## config.mk

```make
export PLATFORM = sky130hd
export DESIGN_NAME = fetch_sequencer
export DESIGN_NICKNAME = d
export VERILOG_FILES = /design/src/rtl/fetch_sequencer.sv
export SDC_FILE = /design/constraint.sdc
export NUM_CORES = 1
export LEC_CHECK = 0
export ABC_AREA = 1
export BUFFER_PORTS_ARGS = -buffer_cell sky130_fd_sc_hd__buf_2
export CAP_MARGIN = 10
export CORE_MARGIN = 10
export CORE_UTILIZATION = 50
export DETAILED_ROUTE_END_ITERATION = 12
export PLACE_DENSITY = 0.86
export SLEW_MARGIN = 20
export SYNTH_ARGS = -nofsm -noshare
export SYNTH_HDL_FRONTEND = slang
export SYNTH_SLANG_ARGS = --single-unit
```

## constraint.sdc

```tcl
create_clock -name clk -period 1.8 [get_ports clk]
set_input_delay 0.18 -clock clk [delete_from_list [all_inputs] [get_ports clk]]
set_output_delay 0.18 -clock clk [all_outputs]
set_load 0.005 [all_outputs]
```

## src/rtl/fetch_sequencer.sv

```systemverilog
// fetch_sequencer: fetches two-byte instructions, gathers the data-memory
// operand and strobes the ALU. STORE, branches and HALT are executed here.
//
//  state    | meaning
//  S_FETCH  | idle; start fetching at PC when run is high
//  S_OPC    | opcode byte arriving from program memory
//  S_OPND   | operand byte arriving; dispatch on opcode class
//  S_MREAD  | data-memory read issued at IBR
//  S_MCAP   | data-memory read data captured into MBR
//  S_EXEC   | one-cycle ALU execute strobe
//  S_STORE  | one-cycle write of AR to dmem[IBR]
//  S_HALT   | stopped; only arst leaves this state

`ifndef CARRY
`define CARRY 0
`endif
`ifndef OV
`define OV 1
`endif
`ifndef ZERO
`define ZERO 2
`endif
`ifndef NEG
`define NEG 3
`endif

module fetch_sequencer #(
    parameter int WIDTH    = 8,
    parameter int PC_WIDTH = 8
) (
    input  logic                clk,
    input  logic                arst,
    input  logic                run,
    output logic [PC_WIDTH-1:0] pmem_addr,
    input  logic [WIDTH-1:0]    pmem_data,
    output logic [WIDTH-1:0]    dmem_addr,
    output logic                dmem_re,
    input  logic [WIDTH-1:0]    dmem_rdata,
    output logic                dmem_we,
    output logic [WIDTH-1:0]    dmem_wdata,
    input  logic [WIDTH-1:0]    AR,
    input  logic [3:0]          Flags,
    output logic [WIDTH-1:0]    IR,
    output logic [WIDTH-1:0]    IBR,
    output logic [WIDTH-1:0]    MBR,
    output logic                Exec,
    output logic [PC_WIDTH-1:0] PC,
    output logic                halted
);

    typedef enum logic [2:0] {
        S_FETCH,
        S_OPC,
        S_OPND,
        S_MREAD,
        S_MCAP,
        S_EXEC,
        S_STORE,
        S_HALT
    } state_t;

    state_t state;
    logic   branch_taken;

    // Branch condition from the latched opcode and the ALU flags seen in S_OPND
    always_comb begin
        branch_taken = 1'b0;
        case (IR[2:0])
            3'd0:    branch_taken = 1'b1;
            3'd1:    branch_taken = Flags[`ZERO];
            3'd2:    branch_taken = ~Flags[`ZERO];
            3'd3:    branch_taken = Flags[`CARRY];
            3'd4:    branch_taken = ~Flags[`CARRY];
            3'd5:    branch_taken = Flags[`NEG];
            3'd6:    branch_taken = Flags[`OV];
            default: branch_taken = 1'b0;
        endcase
    end

    // Sequencer state, program counter and ALU-facing registers
    always_ff @(posedge clk or posedge arst) begin
        if (arst) begin
            state <= S_FETCH;
            PC    <= '0;
            IR    <= '0;
            IBR   <= '0;
            MBR   <= '0;
        end else begin
            case (state)
                S_FETCH: begin
                    if (run) begin
                        PC    <= PC + PC_WIDTH'(1);
                        state <= S_OPC;
                    end
                end
                S_OPC: begin
                    IR    <= pmem_data;
                    PC    <= PC + PC_WIDTH'(1);
                    state <= S_OPND;
                end
                S_OPND: begin
                    IBR <= pmem_data;
                    if (!IR[7]) begin
                        state <= S_MREAD;
                    end else if (!IR[6]) begin
                        state <= S_STORE;
                    end else if (IR[2:0] == 3'b111) begin
                        state <= S_HALT;
                    end else begin
                        if (branch_taken) begin
                            PC <= PC_WIDTH'(pmem_data);
                        end
                        state <= S_FETCH;
                    end
                end
                S_MREAD: state <= S_MCAP;
                S_MCAP: begin
                    MBR   <= dmem_rdata;
                    state <= S_EXEC;
                end
                S_EXEC:  state <= S_FETCH;
                S_STORE: state <= S_FETCH;
                S_HALT:  state <= S_HALT;
                default: state <= S_FETCH;
            endcase
        end
    end

    // Strobes decode straight from the state register so arst kills them at once
    assign Exec       = (state == S_EXEC);
    assign dmem_re    = (state == S_MREAD);
    assign dmem_we    = (state == S_STORE);
    assign halted     = (state == S_HALT);
    assign pmem_addr  = PC;
    assign dmem_addr  = IBR;
    assign dmem_wdata = AR;

endmodule

```

==> flow_metrics.env, run 1 <==
export IMPL_clkTransAtPathRegs_ns=0.07
export IMPL_synthSimpleGateAreaFrac_pct=26.3
export IMPL_hold_viol_final=0
export IMPL_n_antenna_cell=0
export IMPL_dp_hpwl_um=3740
export IMPL_min_to="MBR[3]$_DFFE_PP0P_"
export IMPL_ios=91
export IMPL_clock_fmax_mhz=693
export IMPL_grt_pass1_vias=1621
export IMPL_synth_top_family_by_area="simple AND/OR/NAND/NOR gates"
export IMPL_grt_max_degree=36
export IMPL_post_route_drc_count=0
export IMPL_portBuffers=74
export IMPL_required_ns=2.02
export IMPL_whs_path_depth=2
export IMPL_power_total_mw=3.99
export IMPL_ys_types=23
export IMPL_whs_ns=0.125
export IMPL_power_density_mw_per_mm2=1800
export IMPL_vias=1613
export IMPL_grt_usage_pct=14.3
export IMPL_die_width_um=81.5
export IMPL_avgSynthCellArea_sq_um=8.37
export IMPL_die_y_um=81.5
export IMPL_critPathKind="register to register"
export IMPL_cts_root_buf="clkbuf_8"
export IMPL_cts_sinks=35
export IMPL_grt_first_pass_wirelength_um=7560
export IMPL_critPathMaxFanout=6
export IMPL_cts_path_max_buffers=2
export IMPL_nNetsFinal=315
export IMPL_ys_warn_count=0
export IMPL_syn_nets=258
export IMPL_row_count=22
export IMPL_syn_area_sq_mm=0.00189
export IMPL_r2r_slack_ns=0.36
export IMPL_cp_start_kind="register"
export IMPL_rsz0062_at_grt="no"
export IMPL_synth_cells=226
export IMPL_die_area_sq_mm=0.00664
export IMPL_synth_compound_area_share_pct=4.50
export IMPL_cellLeakagePower_nw=1.27
export IMPL_regArea_sq_um=876
export IMPL_maxSlewHeadroom_pct=70.1
export IMPL_numCtsBuffers=5
export IMPL_yosys_area_share_xor_xnor_pct=0
export IMPL_ys_ff_latch=35
export IMPL_muxShareOfSynthArea_pct=6.55
export IMPL_end_kind="register"
export IMPL_core_sq_mm=0.00366
export IMPL_drive_gt1_share_pct=37.0
export IMPL_htreeDepth=2
export IMPL_cts_tree="built"
export IMPL_max_stage_delay_ns=0.45
export IMPL_vdd_ir_drop_max_uv=810
export IMPL_timing_clock_skew_ns=0.00627
export IMPL_worst_slew_pin_slew_ns=0.448
export IMPL_tns_ns=0
export IMPL_drv_slew=0
export IMPL_min_from="dmem_rdata[3]"
export IMPL_vias_per_cell=4.86
export IMPL_clock_latency_ns=0.29
export IMPL_fin_util_pct=60.6
export IMPL_overflow=0
export IMPL_path_cells="ha_1 -> nand2_1 -> inv_1 -> o31ai_1 -> nand3_1 -> nand2_1"
export IMPL_worst_ep_arrival_time_ns=1.67
export IMPL_finalCriticalPeriod_ns=1.44
export IMPL_drt_pass1_iter_count=4
export IMPL_r2r_end="PC[2]$_DFFE_PP0P_"
export IMPL_start_util_pct=51.7
export IMPL_post_cts_resized=0
export IMPL_reg2regPathDepth=6
export IMPL_finalSetupViolCount=0
export IMPL_gp_congestion=0.878
export IMPL_r2r_start="PC[0]$_DFFE_PP0P_"
export IMPL_crit_top_cell="nand2_1"
export IMPL_ant_nets=0
export IMPL_fill_cells=342
export IMPL_post_cts_buffers=0
export IMPL_status="finished clean"
export IMPL_min_path_type="input pin to register"
export IMPL_cts_hold_buf=1
export IMPL_drt_iter0_markers=104
export IMPL_multi_input_area_sq_um=719
export IMPL_avgRoutedWirePerCell_um=14.3
export IMPL_antenna_found_initial=0
export IMPL_routed_wl_um=4740
export IMPL_fin_crit_sh_pct=80.2
export IMPL_synth_fa_ha_area_share_pct=0.661
export IMPL_ys_seq_area_share_pct=46.3
export IMPL_maxCapViolCount=0
export IMPL_cp_slowest_cell="dfrtp_1"
export IMPL_syn2layout_area_growth_pct=17.3
==> cells by family (layout without fill, tap and decap cells) <==
group / Yosys count / after routing
flops: 35 / 35
mux: 11 / 11
simple gates: 115 / 115
buf+inv: 49 / 107
fa+ha+maj: 1 / 1
compound gates: 15 / 15
==> cell type report <==
type,count,share of cell area (%)
clock inverters,2,0.564
repair buffers,77,17.8
inverters,22,3.72
multi-input cells,142,32.4
clock buffers,6,3.27
well taps,48,2.71
flip-flops and latches,35,39.5
==> how the worst max path moves through the flow <==
stage	startpoint	endpoint	slack, ns	depth (start not counted)
global placement	PC[0]$_DFFE_PP0P_	PC[2]$_DFFE_PP0P_	0.40	6
CTS	PC[0]$_DFFE_PP0P_	PC[2]$_DFFE_PP0P_	0.36	6
floorplan	PC[0]$_DFFE_PP0P_	PC[4]$_DFFE_PP0P_	0.59	9
detailed placement	PC[0]$_DFFE_PP0P_	PC[2]$_DFFE_PP0P_	0.38	6
finish	PC[0]$_DFFE_PP0P_	PC[2]$_DFFE_PP0P_	0.36	6
global route	PC[1]$_DFFE_PP0P_	PC[6]$_DFFE_PP0P_	0.25	8
==> synthesized netlist by cell type <==
cell type | count | area share (%)
o21ai_0 | 6 | 1.6
o21ai_2 | 1 | 0.46
inv_1 | 19 | 3.8
buf_4 | 24 | 9.5
o31ai_1 | 1 | 0.40
dfrtp_1 | 35 | 46
nand2_2 | 3 | 0.99
nor3_1 | 1 | 0.26
nand3_2 | 1 | 0.53
nor2_2 | 1 | 0.33
ha_1 | 1 | 0.66
nand3_1 | 24 | 6.3
buf_6 | 3 | 1.8
a31oi_1 | 1 | 0.33
nand2_4 | 1 | 0.60
a21oi_1 | 5 | 1.3
a21boi_0 | 1 | 0.40
nor2_4 | 1 | 0.60
nand2_1 | 70 | 14
mux2_2 | 11 | 6.5
nor2_1 | 12 | 2.4
inv_2 | 3 | 0.60
nand3b_1 | 1 | 0.40
==> report_power, final <==
group	switching, mW	internal [mW]
sequential	0.345	1.17
combinational	1.05	0.867
clock	0.285	0.270
==> critical path: cells and delay by family (launching register included) <==
| kind | cells | cell delay (ns) |
|---|---|---|
| buffers and inverters | 1 | 0.09 |
| flip-flops | 1 | 0.45 |
| AO/OA/AOI/OAI | 1 | 0.29 |
| AND/OR/NAND/NOR | 3 | 0.30 |
| adder cells (fa/ha/maj) | 1 | 0.24 |
==> flip-flops by register name, indices dropped and copies added, names as in the netlist <==
| name | flops |
|---|---|
| IBR | 8 |
| IR | 8 |
| MBR | 8 |
| PC | 8 |
| state | 3 |
==> per-stage QoR <==
stage | setup slack, ns | instances | area (sq um)
floorplan | 0.587 | 226 | 1890
global placement | 0.399 | 323 | 2120
detailed placement | 0.379 | 323 | 2120
CTS | 0.358 | 332 | 2220
global route | 0.252 | 332 | 2220
finish | 0.356 | 332 | 2220
==> cells in the final DEF, fill, tap and decap left out <==
| cell | instances |
|---|---|
| o21ai_2 | 1 |
| inv_2 | 3 |
| ha_1 | 1 |
| dfrtp_1 | 35 |
| o31ai_1 | 1 |
| a21boi_0 | 1 |
| a31oi_1 | 1 |
| nand3b_1 | 1 |
| nor2_1 | 12 |
| buf_2 | 74 |
| clkbuf_8 | 5 |
| nand3_1 | 24 |
| dlygate4sd3_1 | 1 |
| nor2_4 | 1 |
| clkinvlp_4 | 1 |
| nand2_1 | 70 |
| a21oi_1 | 5 |
| mux2_2 | 11 |
| nand2_4 | 1 |
| clkinv_2 | 1 |
| nor3_1 | 1 |
| o21ai_0 | 6 |
| buf_4 | 2 |
| clkbuf_1 | 1 |
| nand2_2 | 3 |
| nor2_2 | 1 |
| inv_1 | 19 |
| nand3_2 | 1 |
==> per-layer routing <==
metal | global-route usage [%] | vias to the layer above | share of wire (%)
met1 | 16.3 | 739 | 41
met4 | 4.84 | 0 | 1.0
met2 | 23.1 | 59 | 48
li1 | - | 806 | -
met3 | 6.99 | 9 | 10
met5 | 0 | - | 0
(Power assumes the default switching activity.)
==> run 2: changes to the inputs <==
--- a/config.mk
+++ b/config.mk
@@ -9,9 +9,9 @@
 export BUFFER_PORTS_ARGS = -buffer_cell sky130_fd_sc_hd__buf_2
 export CAP_MARGIN = 10
 export CORE_MARGIN = 10
-export CORE_UTILIZATION = 50
+export CORE_UTILIZATION = 42
 export DETAILED_ROUTE_END_ITERATION = 12
-export PLACE_DENSITY = 0.86
+export PLACE_DENSITY = 0.77
 export SLEW_MARGIN = 20
 export SYNTH_ARGS = -nofsm -noshare
 export SYNTH_HDL_FRONTEND = slang
==> constraint.sdc (replaced) <==
create_clock -name clk -period 1.2 [get_ports clk]
set_input_delay 0.12 -clock clk [delete_from_list [all_inputs] [get_ports clk]]
set_output_delay 0.12 -clock clk [all_outputs]
set_load 0.005 [all_outputs]
==> run 2 against run 1 <==
The flow now finishes with violations (negative setup slack). Global-route usage fell by 0.40 points. Setup slack got worse by 0.52 ns. Clock power rose by 100%. Wire length rose by 21%. Via count rose by 13%. Maximum frequency rose by 5.9%. Design area rose by 23%. Clock skew fell by 0.0027 ns. Combinational power rose by 140%. Critical endpoint is now PC[3]$_DFFE_PP0P_. Highest routed layer unchanged.
==> flow_metrics.env, run 2 (synthesized netlist as in run 1, its figures left out) <==
export IMPL_status="complete, but fails checks"
export IMPL_violations="negative setup slack"
export IMPL_critPathMaxFanout=6
export IMPL_cellLeakagePower_nw=1.49
export IMPL_min_from="dmem_rdata[2]"
export IMPL_row_count=24
export IMPL_finalCriticalPeriod_ns=1.36
export IMPL_whs_path_depth=2
export IMPL_dpl_cell_area_sq_mm=0.00232
export IMPL_fill_cells=361
export IMPL_whs_ns=0.0572
export IMPL_max_stage_delay_ns=0.40
export IMPL_cp_start_kind="register"
export IMPL_grt_max_degree=36
export IMPL_drive_gt1_share_pct=54.7
export IMPL_vias=1815
export IMPL_portBuffers=74
export IMPL_syn2layout_area_growth_pct=44.0
export IMPL_cts_sinks=35
export IMPL_htreeDepth=2
export IMPL_fin_cells=372
export IMPL_min_path_type="input pin to register"
export IMPL_crit_top_cell="nand2_1"
export IMPL_required_ns=1.43
export IMPL_worst_slack_ns=-0.163
export IMPL_overflow=0
export IMPL_dp_cells=351
export IMPL_power_density_mw_per_mm2=2880
export IMPL_grt_usage_pct=13.9
export IMPL_worst_ep_arrival_time_ns=1.59
export IMPL_core_sq_mm=0.00435
export IMPL_die_area_sq_mm=0.00759
export IMPL_vdd_ir_drop_max_uv=1510
export IMPL_grt_pass1_vias=1850
export IMPL_finalSetupViolCount=30
export IMPL_drt_iter0_markers=129
export IMPL_power_total_mw=7.85
export IMPL_cp_slowest_cell="dfrtp_1"
export IMPL_clkTransAtPathRegs_ns=0.07
export IMPL_avgRoutedWirePerCell_um=15.4
export IMPL_final_area_sq_mm=0.00273
export IMPL_fin_crit_sh_pct=114
export IMPL_ios=91
export IMPL_antenna_found_initial=0
export IMPL_timing_clock_skew_ns=0.00353
export IMPL_layout_cells_most_common_list="73 x buf_2, 56 x nand2_1, 34 x dfrtp_1"
export IMPL_nNetsFinal=351
export IMPL_r2r_start="state[0]$_DFFE_PP0N_"
export IMPL_cts_path_max_buffers=2
export IMPL_post_route_drc_count=0
export IMPL_routed_wl_um=5740
export IMPL_drt_pass1_iter_count=4
export IMPL_drv_slew=0
export IMPL_vias_per_cell=4.88
export IMPL_layout_commonest_cell="buf_2"
export IMPL_rsz0062_at_grt="yes"
export IMPL_clock_fmax_mhz=734
export IMPL_r2r_end="PC[3]$_DFFE_PP0P_"
export IMPL_grt_first_pass_wirelength_um=8550
export IMPL_maxSlewHeadroom_pct=70.2
export IMPL_die_y_um=87.1
export IMPL_start_util_pct=43.4
export IMPL_hold_viol_final=0
export IMPL_ant_nets=0
export IMPL_clock_latency_ns=0.29
export IMPL_maxCapViolCount=0
export IMPL_min_to="MBR[2]$_DFFE_PP0P_"
export IMPL_reg2regPathDepth=8
export IMPL_dp_hpwl_um=4100
export IMPL_numCtsBuffers=5
export IMPL_path_cells="inv_2 -> nand2_4 -> nor2_4 -> buf_6 -> nand2_1 -> nand2_1 -> nand3_1 -> nand2_1"
export IMPL_gp_congestion=0.878
export IMPL_n_antenna_cell=0
export IMPL_die_width_um=87.1
export IMPL_r2r_slack_ns=-0.16
export IMPL_critPathKind="register to register"
export IMPL_cts_root_buf="clkbuf_8"
export IMPL_worst_slew_pin_slew_ns=0.447
export IMPL_end_kind="register"
export IMPL_cts_tree="built"
export IMPL_tns_ns=-2.17
-- run 2: layer usage --
metal	vias to the layer above	wire (um)	track usage, %	share of wire [%]
met5	-	0	0	0
met4	0	63	3.62	1.1
met3	9	682	7.49	12
met2	88	2970	24.1	52
met1	843	2020	14.3	35
li1	875	-	-	-
-- run 2: worst max-delay path by stage --
stage	from	to
global placement	IR[0]$_DFFE_PP0P_	PC[2]$_DFFE_PP0P_
CTS	state[0]$_DFFE_PP0N_	dmem_we
global route	state[0]$_DFFE_PP0N_	PC[3]$_DFFE_PP0P_
finish	state[0]$_DFFE_PP0N_	PC[3]$_DFFE_PP0P_
floorplan	state[0]$_DFFE_PP0N_	PC[4]$_DFFE_PP0P_
detailed placement	IR[0]$_DFFE_PP0P_	PC[3]$_DFFE_PP0P_
-- run 2: area by class of cell --
type / instances / area (sq um) / share of cell area, %
clock buffer: 6 / 82.6 / 3.03
timing repair buffer: 111 / 698 / 25.6
clock inverter: 2 / 35.0 / 1.29
sequential: 35 / 877 / 32.2
tap: 52 / 65.1 / 2.39
timing repair inverter: 1 / 7.51 / 0.275
inverter: 22 / 87.6 / 3.21
multi-input combinational: 143 / 872 / 32.0
-- run 2: repair_timing --
item | in CTS | in global routing
gates cloned | 2 | 1
pin swaps | 7 | 16
gates resized for setup | 26 | 37
hold endpoints to repair | 35 | 0
endpoints found under the setup margin | 22 | 39
hold buffers | 1 | 0
buffers inserted | 5 | 4
-- run 2: critical path: cells and delay by family (launching register included) --
family,cells,cell delay [ns]
flip-flops,1,0.40
AND/OR/NAND/NOR,6,0.65
buffers and inverters,2,0.26
-- run 2: per-stage QoR --
step | util, % | worst slack, ns
after CTS | 58.9 | -0.0967
after floorplan | - | 0.00934
final | 62.6 | -0.163
after global placement | 53.3 | -0.0736
after detailed placement | 53.3 | -0.0842
after global routing | 62.6 | -0.224
-- run 2: where the power goes --
group / internal [mW] / switching [mW] / total [mW]
Clock: 0.672 / 0.449 / 1.12
Sequential: 1.76 / 0.431 / 2.20
Combinational: 2.21 / 2.33 / 4.53
Total: 4.64 / 3.21 / 7.85
==> run 3: changes to the inputs <==
--- a/config.mk
+++ b/config.mk
@@ -5,13 +5,12 @@
 export SDC_FILE = /design/constraint.sdc
 export NUM_CORES = 1
 export LEC_CHECK = 0
-export ABC_AREA = 1
 export BUFFER_PORTS_ARGS = -buffer_cell sky130_fd_sc_hd__buf_2
 export CAP_MARGIN = 10
 export CORE_MARGIN = 10
-export CORE_UTILIZATION = 42
+export CORE_UTILIZATION = 41
 export DETAILED_ROUTE_END_ITERATION = 12
-export PLACE_DENSITY = 0.77
+export PLACE_DENSITY = 0.75
 export SLEW_MARGIN = 20
 export SYNTH_ARGS = -nofsm -noshare
 export SYNTH_HDL_FRONTEND = slang
==> run 3 against run 2 <==
The run still ends with negative setup slack left. Clock power is 4% lower. Non-clock buffer count increased by 22. Clock-buffer cell count is 1 lower. Design area is 12% higher. Global-route usage up 2.4 points. Maximum frequency shrank 23%. Hold slack improved by 0.0023 ns. Sequential power grew 7%. Synthesized cell count shrank 20%. Setup slack worse by 0.40 ns.
==> flow_metrics.env, run 3 <==
export IMPL_finalSetupViolCount=39
export IMPL_worst_slew_pin_slew_ns=0.492
export IMPL_hold_viol_final=0
export IMPL_cp_start_kind="register"
export IMPL_cts_path_max_buffers=2
export IMPL_ys_ff_latch=35
export IMPL_switching_power_mw=3.57
export IMPL_timing_clock_skew_ns=0.00358
export IMPL_worst_slack_ns=-0.561
export IMPL_clock_latency_ns=0.29
export IMPL_nNetsFinal=323
export IMPL_worst_ep_arrival_time_ns=1.94
export IMPL_end_kind="register"
export IMPL_antenna_found_initial=0
export IMPL_dp_hpwl_um=4150
export IMPL_syn_area_sq_mm=0.00187
export IMPL_die_y_um=87.6
export IMPL_fill_cells=312
export IMPL_layout_commonest_cell="buf_2"
export IMPL_layout_cells_most_common_list="71 x buf_2, 35 x buf_4, 29 x dfrtp_1"
export IMPL_htreeDepth=2
export IMPL_n_antenna_cell=0
export IMPL_syn_nets=212
export IMPL_ys_seq_area_share_pct=46.8
export IMPL_ys_top_cells_by_area="dfrtp_1 47%, buf_4 9.6%, mux2_2 7.2%"
export IMPL_row_count=24
export IMPL_syn2layout_area_growth_pct=62.5
export IMPL_synth_cells=180
export IMPL_min_path_type="input pin to register"
export IMPL_vdd_ir_drop_max_uv=1380
export IMPL_drv_slew=0
export IMPL_vias_per_cell=5.32
export IMPL_numCtsBuffers=5
export IMPL_synth_commonest_cells="35 x dfrtp_1, 32 x nand2_1, 24 x buf_4, 12 x mux2_2"
export IMPL_dpl_cell_area_sq_mm=0.00246
export IMPL_post_place_ws_ns=-0.561
export IMPL_internal_power_mw=5.67
export IMPL_avgRoutedWirePerCell_um=19.2
export IMPL_final_area_sq_mm=0.00304
export IMPL_routed_wl_um=6620
export IMPL_yosys_most_used_dff="dfrtp_1"
export IMPL_gp_congestion=0.865
export IMPL_r2r_end="PC[3]$_DFFE_PP0P_"
export IMPL_switching_share_pct=38.7
export IMPL_r2r_slack_ns=-0.56
export IMPL_ys_types=42
export IMPL_ys_warn_count=0
export IMPL_avgSynthCellArea_sq_um=10.4
export IMPL_die_area_sq_mm=0.00767
export IMPL_seqPwrFrac_pct=25.5
export IMPL_synth_top_area_share_pct=46.8
export IMPL_grt_pass1_vias=1917
export IMPL_die_width_um=87.6
export IMPL_grt_usage_pct=16.3
export IMPL_ios=91
export IMPL_ant_nets=0
export IMPL_whs_ns=0.0596
export IMPL_grt_max_degree=21
export IMPL_power_total_mw=9.24
export IMPL_clock_fmax_mhz=568
export IMPL_cts_sinks=35
export IMPL_yosysTopAreaCell="dfrtp_1"
export IMPL_cellLeakagePower_nw=1.52
export IMPL_portBuffers=74
export IMPL_dp_cells=316
export IMPL_drt_iter0_markers=114
export IMPL_min_to="MBR[3]$_DFFE_PP0P_"
export IMPL_whs_path_depth=2
export IMPL_overflow=0
export IMPL_drt_pass1_iter_count=4
export IMPL_fin_cells=344
export IMPL_maxCapViolCount=0
export IMPL_start_util_pct=42.7
export IMPL_post_route_drc_count=0
export IMPL_core_sq_mm=0.00438
export IMPL_maxSlewHeadroom_pct=67.0
export IMPL_critPathMaxFanout=7
export IMPL_cts_root_buf="clkbuf_8"
export IMPL_synth_async_reset_ratio_pct=100
export IMPL_rsz0062_at_grt="yes"
export IMPL_power_density_mw_per_mm2=3040
export IMPL_drive_gt1_share_pct=69.5
export IMPL_grt_first_pass_wirelength_um=9880
export IMPL_synthMostInstantiatedCell="dfrtp_1"
export IMPL_min_from="dmem_rdata[3]"
export IMPL_synth_edf_count=0
export IMPL_required_ns=1.38
export IMPL_pwr_share_comb_pct=62.9
export IMPL_power_frac_clock_pct=11.5
export IMPL_r2r_start="IR[1]$_DFFE_PP0P_"
export IMPL_violations="negative setup slack"
export IMPL_reg2regPathDepth=6
export IMPL_status="complete, but fails checks"
export IMPL_fin_crit_sh_pct=147
export IMPL_clkTransAtPathRegs_ns=0.08
export IMPL_cts_tree="built"
export IMPL_finalCriticalPeriod_ns=1.76
export IMPL_critPathKind="register to register"
export IMPL_vias=1830
## run 3: cell count changes after synthesis, sizes merged, moves of 3 or more
cell / change
nand3: -19
nor2: -11
o31ai: +3
a32o: +3
and3: +7
mux2: +6
inv: -18
nand2: -42
or3: +3
## run 3: metal layers
metal | global-route usage (%) | routed length [um] | share of wire [%]
met4 | 4.35 | 176 | 2.7
met3 | 4.36 | 480 | 7.3
met5 | 0 | 0 | 0
met2 | 28.5 | 3390 | 51
met1 | 19.1 | 2570 | 39
## run 3: layout make-up
class / instances / area, sq um / area share, %
multi-input cells: 112 / 1030 / 33.7
repair buffers: 133 / 930 / 30.5
flip-flops and latches: 35 / 883 / 29.0
clock buffers: 5 / 68.8 / 2.26
well taps: 52 / 65.1 / 2.14
clock inverters: 3 / 43.8 / 1.44
inverters: 4 / 27.5 / 0.904
## run 3: power groups by stage
stage / registers (mW) / clock network [mW] / logic, mW
2_1_floorplan: 2.43 / 0 / 2.46
3_3_place_gp: 2.24 / 0 / 4.18
3_5_place_dp: 2.27 / 0 / 4.26
4_1_cts: 2.29 / 1.09 / 5.31
5_1_grt: 2.44 / 1.13 / 6.24
6_report: 2.36 / 1.07 / 5.82
## run 3: worst max-delay path by stage
stage	from	endpoint	slack, ns	cells past startpoint
floorplan	IR[1]$_DFFE_PP0P_	PC[1]$_DFFE_PP0P_	-0.48	6
global placement	IR[1]$_DFFE_PP0P_	PC[3]$_DFFE_PP0P_	-0.52	6
detailed placement	IR[1]$_DFFE_PP0P_	PC[3]$_DFFE_PP0P_	-0.56	6
CTS	IR[1]$_DFFE_PP0P_	PC[1]$_DFFE_PP0P_	-0.50	5
global route	IR[1]$_DFFE_PP0P_	PC[7]$_DFFE_PP0P_	-0.62	6
finish	IR[1]$_DFFE_PP0P_	PC[3]$_DFFE_PP0P_	-0.56	6
## run 3: stage by stage
step | setup TNS [ns] | utilization, %
3_5_place_dp | -12.26 | 56.0
2_1_floorplan | -6.57 | -
6_report | -12.00 | 69.4
3_3_place_gp | -11.82 | 56.0
4_1_cts | -11.88 | 66.6
5_1_grt | -13.70 | 69.4
## run 3: repair_timing
item | in CTS | in global routing
endpoints found under the setup margin | 39 | 39
gates cloned | 3 | 0
gates resized for setup | 51 | 31
hold buffers | 1 | 0
buffers inserted | 15 | 9
hold endpoints to repair | 35 | 0
pin swaps | 16 | 13
## run 3: critical path, stage by stage, from the launching register on
cell and delay [ns]:
dfrtp_2 0.45, and3_4 0.20, o311ai_4 0.29, nor3b_4 0.08, or2_4 0.27, buf_6 0.14, a32o_1 0.21
## run 3: cells by family after synthesis
logic type / synth area share, %
AO/OA/AOI/OAI: 11.9
adder cells (fa/ha/maj): 0.668
buffers and inverters: 12.5
flip-flops: 46.8
multiplexers: 11.0
AND/OR/NAND/NOR: 17.2
